===== src/rtl/hs_ifr_int_typedefs_pkg.sv =====
`default_nettype none
`timescale 1ns/1ps
//======================================================================
// Module : hs_ifr_int_typedefs_pkg
// Brief  : Interconnect-wide scalar word types.
// Rev    : 1.0
//======================================================================
package hs_ifr_int_typedefs_pkg;

    typedef logic [31:0] lg_word_t;

endpackage
`default_nettype wire


===== src/rtl/hs_ifr_arb_pkg.sv =====
`default_nettype none
`timescale 1ns/1ps
//======================================================================
// Module : hs_ifr_arb_pkg
// Brief  : Shared types for the word-channel arbiters.
// Rev    : 1.0
//======================================================================
package hs_ifr_arb_pkg;

    typedef hs_ifr_int_typedefs_pkg::lg_word_t lg_word_t;

    typedef enum logic [0:0] {
        IDLE = 1'b0,
        BUSY = 1'b1
    } arb_state_e;

endpackage
`default_nettype wire


===== src/rtl/hs_ifr_rr_pick.sv =====
`default_nettype none
`timescale 1ns/1ps
//======================================================================
// Module : hs_ifr_rr_pick
// Brief  : Combinational round-robin pick: first set request at or above ptr, with wrap.
// Rev    : 1.0
//======================================================================
module hs_ifr_rr_pick #(
    parameter int NUM_REQ = 4,
    parameter int ID_W    = $clog2(NUM_REQ)
) (
    input  logic [NUM_REQ-1:0] req,
    input  logic [ID_W-1:0]    ptr,
    output logic [NUM_REQ-1:0] grant,
    output logic [ID_W-1:0]    idx
);

    localparam logic [ID_W:0] N_EXT = (ID_W + 1)'(NUM_REQ);

    logic [ID_W:0]   sum;
    logic [ID_W-1:0] pos;
    logic            found;

    // Walking the rotated order ptr, ptr+1, ... and stopping at the first hit
    // is the rotate / priority-encode / rotate-back in one pass.
    always_comb begin
        grant = '0;
        idx   = '0;
        found = 1'b0;
        sum   = '0;
        pos   = '0;
        for (int i = 0; i < NUM_REQ; i++) begin
            sum = {1'b0, ptr} + (ID_W + 1)'(i);
            if (sum >= N_EXT) begin
                sum = sum - N_EXT;
            end
            pos = sum[ID_W-1:0];
            if (!found && req[pos]) begin
                found = 1'b1;
                idx   = pos;
            end
        end
        grant[idx] = found;
    end

endmodule
`default_nettype wire


===== src/rtl/hs_ifr_word_rr_arbiter.sv =====
`default_nettype none
`timescale 1ns/1ps
//======================================================================
// Module : hs_ifr_word_rr_arbiter
// Brief  : Packet-level round-robin arbiter sharing one 32-bit valid/ready word channel.
// Rev    : 1.0
//======================================================================
module hs_ifr_word_rr_arbiter
    import hs_ifr_arb_pkg::*;
#(
    parameter  int NUM_REQ      = 4,
    parameter  int IDLE_TIMEOUT = 15,
    localparam int ID_W         = $clog2(NUM_REQ)
) (
    input  logic                     clk,
    input  logic                     rst_n,
    input  logic [NUM_REQ-1:0]       req_valid_i,
    input  logic [NUM_REQ-1:0]       req_last_i,
    input  lg_word_t [NUM_REQ-1:0]   req_data_i,
    output logic [NUM_REQ-1:0]       req_ready_o,
    output logic                     tgt_valid_o,
    output logic                     tgt_last_o,
    output lg_word_t                 tgt_data_o,
    output logic [ID_W-1:0]          tgt_id_o,
    input  logic                     tgt_ready_i,
    output logic                     timeout_o
);

    localparam int               CNT_W     = (IDLE_TIMEOUT > 0) ? $clog2(IDLE_TIMEOUT + 1) : 1;
    localparam int               TO_LAST_I = (IDLE_TIMEOUT > 0) ? IDLE_TIMEOUT - 1 : 0;
    localparam logic [CNT_W-1:0] TO_LAST   = CNT_W'(TO_LAST_I);
    localparam logic [ID_W-1:0]  LAST_ID   = ID_W'(NUM_REQ - 1);

    arb_state_e         state_q;
    logic [ID_W-1:0]    own_q;
    logic [ID_W-1:0]    rr_ptr;
    logic [CNT_W-1:0]   idle_cnt;
    logic [ID_W-1:0]    pick_idx;
    logic [NUM_REQ-1:0] pick_grant;
    logic [ID_W-1:0]    ptr_after_own;
    logic               busy;
    logic               own_valid;
    logic               own_last;
    lg_word_t           own_data;
    logic               to_fire;

    hs_ifr_rr_pick #(
        .NUM_REQ (NUM_REQ),
        .ID_W    (ID_W)
    ) u_pick (
        .req   (req_valid_i),
        .ptr   (rr_ptr),
        .grant (pick_grant),
        .idx   (pick_idx)
    );

    assign busy          = (state_q == BUSY);
    assign own_valid     = req_valid_i[own_q];
    assign own_last      = req_last_i[own_q];
    assign own_data      = req_data_i[own_q];
    assign ptr_after_own = (own_q == LAST_ID) ? '0 : own_q + ID_W'(1);

    // Fires in the cycle the counter would reach IDLE_TIMEOUT, so release
    // and the pulse coincide with the last silent owner cycle.
    assign to_fire = busy && !own_valid && (IDLE_TIMEOUT != 0) && (idle_cnt == TO_LAST);

    always_comb begin
        req_ready_o = '0;
        tgt_valid_o = 1'b0;
        tgt_last_o  = 1'b0;
        tgt_data_o  = '0;
        if (busy) begin
            req_ready_o[own_q] = tgt_ready_i;
            tgt_valid_o        = own_valid;
            tgt_last_o         = own_last;
            tgt_data_o         = own_data;
        end
    end

    assign tgt_id_o  = own_q;
    assign timeout_o = to_fire;

    always_ff @(posedge clk or negedge rst_n) begin
        if (!rst_n) begin
            state_q  <= IDLE;
            own_q    <= '0;
            rr_ptr   <= '0;
            idle_cnt <= '0;
        end else begin
            case (state_q)
                IDLE: begin
                    if (|pick_grant) begin
                        own_q    <= pick_idx;
                        idle_cnt <= '0;
                        state_q  <= BUSY;
                    end
                end
                BUSY: begin
                    if (own_valid) begin
                        idle_cnt <= '0;
                        if (tgt_ready_i && own_last) begin
                            state_q <= IDLE;
                            rr_ptr  <= ptr_after_own;
                        end
                    end else begin
                        if (idle_cnt != '1) begin
                            idle_cnt <= idle_cnt + CNT_W'(1);
                        end
                        if (to_fire) begin
                            state_q <= IDLE;
                            rr_ptr  <= ptr_after_own;
                        end
                    end
                end
                default: state_q <= IDLE;
            endcase
        end
    end

endmodule
`default_nettype wire


===== config.mk =====
export PLATFORM = sky130hd
export DESIGN_NAME = hs_ifr_word_rr_arbiter
export DESIGN_NICKNAME = d
export VERILOG_FILES = /design/src/rtl/hs_ifr_int_typedefs_pkg.sv /design/src/rtl/hs_ifr_arb_pkg.sv /design/src/rtl/hs_ifr_rr_pick.sv /design/src/rtl/hs_ifr_word_rr_arbiter.sv
export SDC_FILE = /design/constraint.sdc
export NUM_CORES = 1
export LEC_CHECK = 0
export CAP_MARGIN = 25
export CORE_MARGIN = 3
export CORE_UTILIZATION = 29
export DETAILED_ROUTE_END_ITERATION = 7
export PLACE_DENSITY = 0.83
export SYNTH_ARGS = -nofsm -noshare
export SYNTH_HDL_FRONTEND = slang
export SYNTH_SLANG_ARGS = --single-unit
export TNS_END_PERCENT = 30

===== constraint.sdc =====
create_clock -name clk -period 2.4 [get_ports clk]
set_clock_uncertainty 0.05 [all_clocks]
set_input_delay 0.72 -clock clk [delete_from_list [all_inputs] [get_ports clk]]
set_output_delay 0.72 -clock clk [all_outputs]
set_load 0.05 [all_outputs]

# == Yosys cells after proc, flatten, opt, wreduce, memory -nomap -nowiden ==
# Cells that the tools add are included.
# op_classes
addsub,9
n_lt_le_gt_ge,12
n_eq_ne,6
muxes,47
bitwise_logic,3
reduce_logical,17
# ops
cell,n
$bmux 32 s2,1
$mux 32,2
$mux 2,12
$lt 2x3->1 const B,6
$mux 1,18
$mux 4,4
$bmux 1 s2,6
$ge 3x3->1 const B,3
$and 4x4->4,2
$logic_and 1x1->1,8
$pmux 4 s2,1
$sub 2x1->2 const B,4
$add 2x2->3 const B,2
$add 4x1->4 const B,1
$demux 1 s2,2
$eq 4x4->1 const B,1
$ge 2x1->1 const B,2
$logic_not 1->1,4
$ne 4x4->1 const B,1
$reduce_and 2->1,2
$reduce_or 4->1,1
$add 2x1->3 const B,1
$ge 2x3->1 const B,1
$ne 3x1->1 const B,1
8 further kinds,8
# word_totals
regBits,9
inputBits,139
out_inout_bits,41
wordCells,98

# == Depth between registers and ports, before layout ==
# depth
depth_word,22
ltp_mapped,6

# == Modules after synthesis ==
# A second synthesis with hierarchy kept.
# hier_totals
cells_unflattened,165
area_unflattened_um2,1747.9
# by_module_without_submodules
mod,instances,cells_each,area_per_inst_um2,seq_area_each_um2
hs_ifr_word_rr_arbiter,1,135,1562.7,225.2
hs_ifr_rr_pick,1,30,185.2,0.0

# == Worst setup path before layout ==
# Ideal clock, no wire load.
# synth_timing
kind,register to output
startpoint,"reg own_q[0], in the netlist tgt_id_o[0]"
endpoint,out timeout_o
arrival_time_ns,2.299
required_ns,1.630
path_slack_ns,-0.669
stages_incl_launch_ff,5
path_buffers,1
cell_sequence,dfrtp_1 buf_6 mux4_2 nand2b_1 nor2_1
# synth_via
elab_chain_len,5
# synth_lines
item,line,rtl
"start, declared",hs_ifr_word_rr_arbiter.sv:35,logic [ID_W-1:0] own_q;
"start signal, assigned",hs_ifr_word_rr_arbiter.sv:93,own_q <= pick_idx;
$bmux 1 s2,hs_ifr_word_rr_arbiter.sv:58,assign own_valid = req_valid_i[own_q];
$mux 1 (implied by the code),hs_ifr_word_rr_arbiter.sv:58,
$logic_not 1->1,hs_ifr_word_rr_arbiter.sv:65,assign to_fire = busy && !own_valid && (IDLE_TIMEOUT != 0) && (idle_cnt == TO_LAST);
$logic_and 1x1->1 (2 in a row),hs_ifr_word_rr_arbiter.sv:65,
"end, declared",hs_ifr_word_rr_arbiter.sv:26,output logic timeout_o
# Every way passes these cells. The select of a mux whose other input is x is not followed.

# == Final worst setup path ==
# layout_timing
startpoint,"reg own_q[0], in the netlist tgt_id_o[0]"
endpoint,out tgt_data_o[6]
# layout_via
elab_chain_len,3
# layout_lines
item,line,rtl
$bmux 32 s2,hs_ifr_word_rr_arbiter.sv:60,assign own_data = req_data_i[own_q];
$mux 32 (implied by the code),hs_ifr_word_rr_arbiter.sv:60,
$mux 32,hs_ifr_word_rr_arbiter.sv:72,if (busy) begin
"end, declared",hs_ifr_word_rr_arbiter.sv:23,"output lg_word_t tgt_data_o,"
# Every way passes these cells. The select of a mux whose other input is x is not followed.

==> impl_metrics.yaml <==
status:
  outcome: "complete, but fails checks"
  violations: "setup timing"
sta:
  setup_viol: 35
  slew-limit-headroom_pct: 72.8
  worst_pin_slew_ps: 404
  holdWs_ps: 536
  fmax_mhz: 396
  slew_viol_final: 0
  hold_viol: 0
  finalCriticalPeriod_ps: 2530
  finalWorstSetupSlack_ps: -125
  layout_worst_path_cycle_share_pct: 105
  rsz0062_at_grt: "true"
die:
  start_util_pct: 31.2
  core_area_um2: 5300
  num_rows: 26
  die_area_um2: 6640
  die_x_um: 81.5
  fp.dieH_um: 81.5
  ioPinCount: 180
route:
  wirelength_um: 8810
  dr.first_iter.drc_count: 50
  ant_nets: 0
  vias_per_cell: 5.18
  dr.pass1.iters: 4
  drc: 0
  via_count: 2082
  wire_per_inst_um: 21.9
cts:
  cts_sinks: 9
  cts_hold_buf: 0
  cts_buffers: 3
  root_buffer: "clkbuf_8"
  htreeDepth: 1
  cts_tree: "done"
  clkTransAtPathRegs_ps: 40
  clock_latency_ps: 230
  clockBufferDepth: 2
final_layout:
  area_growth_pct: 140
  fin_nets: 478
  fillerInstances: 345
  fin_cells: 402
  final_util_pct: 74.7
  n_antenna_cell: 0
  layout-drive-gt1-share_pct: 45.2
logic_synthesis:
  synth_compound_area_share_pct: 7.04
  avgSynthCellArea_um2: 11.6
  synth_common_cells: "and2_1 (35), mux4_2 (33), dfrtp_1 (9)"
  yosys.area_share.simple_pct: 21.0
  syn_inst: 142
  ys_warn_count: 0
  ys_seq_area_share_pct: 13.6
  synth_top_family_by_area: "multiplexers"
  synth-edff-count: 0
  synth_area_leader_cell: "mux4_2"
  synth_ff_type: "dfrtp_1"
  synthMuxAreaShare_pct: 49.7
  synth_area_leaders: "mux4_2 (45%), dfrtp_1 (14%), and2_1 (13%)"
  syn-cell-area_um2: 1650
  synth_xor_area_share_pct: 0
  syn_nets: 287
  synthAdderAreaFrac_pct: 4.54
  yosysMostFrequentCell: "and2_1"
  yosys.cell_types.count: 33
  yosys.area.top_type_share_pct: 45.0
  async_flop_share_pct: 100
  synth-seq-cells: 9
critical_path:
  reg2reg_setup_slack_ps: 260
  r2r_start: "tgt_id_o[0]"
  endpoint: "tgt_data_o[6]"
  cp_max_fo: 15
  required_ps: 1630
  r2r_end: "rr_ptr[0]"
  max_stage_delay_ps: 540
  reg2reg_depth: 6
  path_cells: "buf_12, mux4_2, and2_4, buf_8"
  startpoint_type: "register"
  critPathLaunch: "tgt_id_o[0]"
  endpoint_kind: "output pin"
  cp_slowest_cell: "mux4_2"
  critPathKind: "reg -> out"
  worstPathArrival_ps: 1760
power:
  power_density_nw_per_um2: 1320
  p_leak_nw: 1.72
  ir_drop_v: 0.000941
flow_run:
  maxCapViolations: 0
place:
  hpwl_um: 6950
  gp_congestion: 0.826
  port_buffers: 179
  dp_cells: 395
global_route:
  first_global_vias: 2116
  grt_pass1_wl_um: 11800
  grt_max_degree: 30
  grt_usage_pct: 24.4
  antenna_found_initial: 0
  grt_overflow: 0
min_path:
  min_path_type: "reg -> reg"
-- routing by layer --
layer  GRT usage [%]  up-vias  routed length [um]
met5               0        -                   0
met1            28.6     1023                3000
met4            3.89        0                  70
li1                -      935                   -
met2            43.7      117                4660
met3            8.22        7                1080
-- layout by cell type, fill, tap and decap left out, types with 6 or more instances in the layout --
master	Yosys	layout
buf_4	0	15
dlygate4sd2_1	0	19
ha_1	6	6
dfrtp_1	9	7
mux4_2	33	34
buf_8	0	33
buf_12	0	8
and2_4	0	33
buf_2	3	8
clkdlybuf4s15_1	0	108
-- critical path: cells and delay by family, from the launching register on --
| family | cells | cell delay (ps) |
|---|---|---|
| flip-flops | 1 | 440 |
| multiplexers | 1 | 540 |
| buffers and inverters | 2 | 340 |
| AND/OR/NAND/NOR | 1 | 190 |
-- power breakdown --
group	switching, mW	total, mW	internal, mW
clock	0.0604	0.176	0.116
sequential	0.115	0.328	0.213
combinational	2.38	4.74	2.35
total	2.56	5.24	2.68
-- final cells by class --
type	instances	area (um^2)	share of cell area, %
clock buffers	4	45.0	1.14
inverters	3	11.3	0.284
multi-input cells	118	1450	36.7
flip-flops and latches	9	228	5.75
well taps	70	87.6	2.21
repair buffers	198	2130	53.9
-- timing repair --
action	CTS	global route
endpoints found under the hold margin	0	0
endpoints found under the setup margin	37	39
pin swaps	3	1
cloned	0	0
gates resized for setup	362	3
buffers inserted	3	0
-- cells by family (layout without fill, tap and decap cells) --
logic type      Yosys count  in the layout
mux                      38             38
buf+inv                  15            205
compound gates           16             16
flops                     9              9
simple gates             58             58
fa+ha+maj                 6              6
-- state kept, by name (all words and copies together), names as in the netlist --
| name | flops |
|---|---|
| busy | 1 |
| idle_cnt | 4 |
| tgt_id_o | 2 |
| rr_ptr | 2 |
-- how the worst min path moves through the flow --
stage	startpoint	to	slack [ps]	cells after the start
6_report	idle_cnt[1]	idle_cnt[1]	540	1
3_5_place_dp	idle_cnt[1]	idle_cnt[1]	530	1
5_1_grt	rr_ptr[0]	rr_ptr[0]	550	1
3_3_place_gp	idle_cnt[1]	idle_cnt[1]	510	1
4_1_cts	rr_ptr[0]	rr_ptr[0]	540	1
2_1_floorplan	rst_n	busy	370	0
-- stage by stage --
step | setup TNS [ps] | power [mW] | worst slack [ps] | instance area [um^2]
floorplan | -1330 | 3.04 | -93.1 | 1740
global placement | -11850 | 4.24 | -432 | 3650
detailed placement | -12210 | 4.27 | -438 | 3650
CTS | -2870 | 5.22 | -141 | 3950
global route | -4890 | 5.45 | -175 | 3960
finish | -3060 | 5.24 | -125 | 3960
No activity file was read; power rests on OpenSTA's default activity.
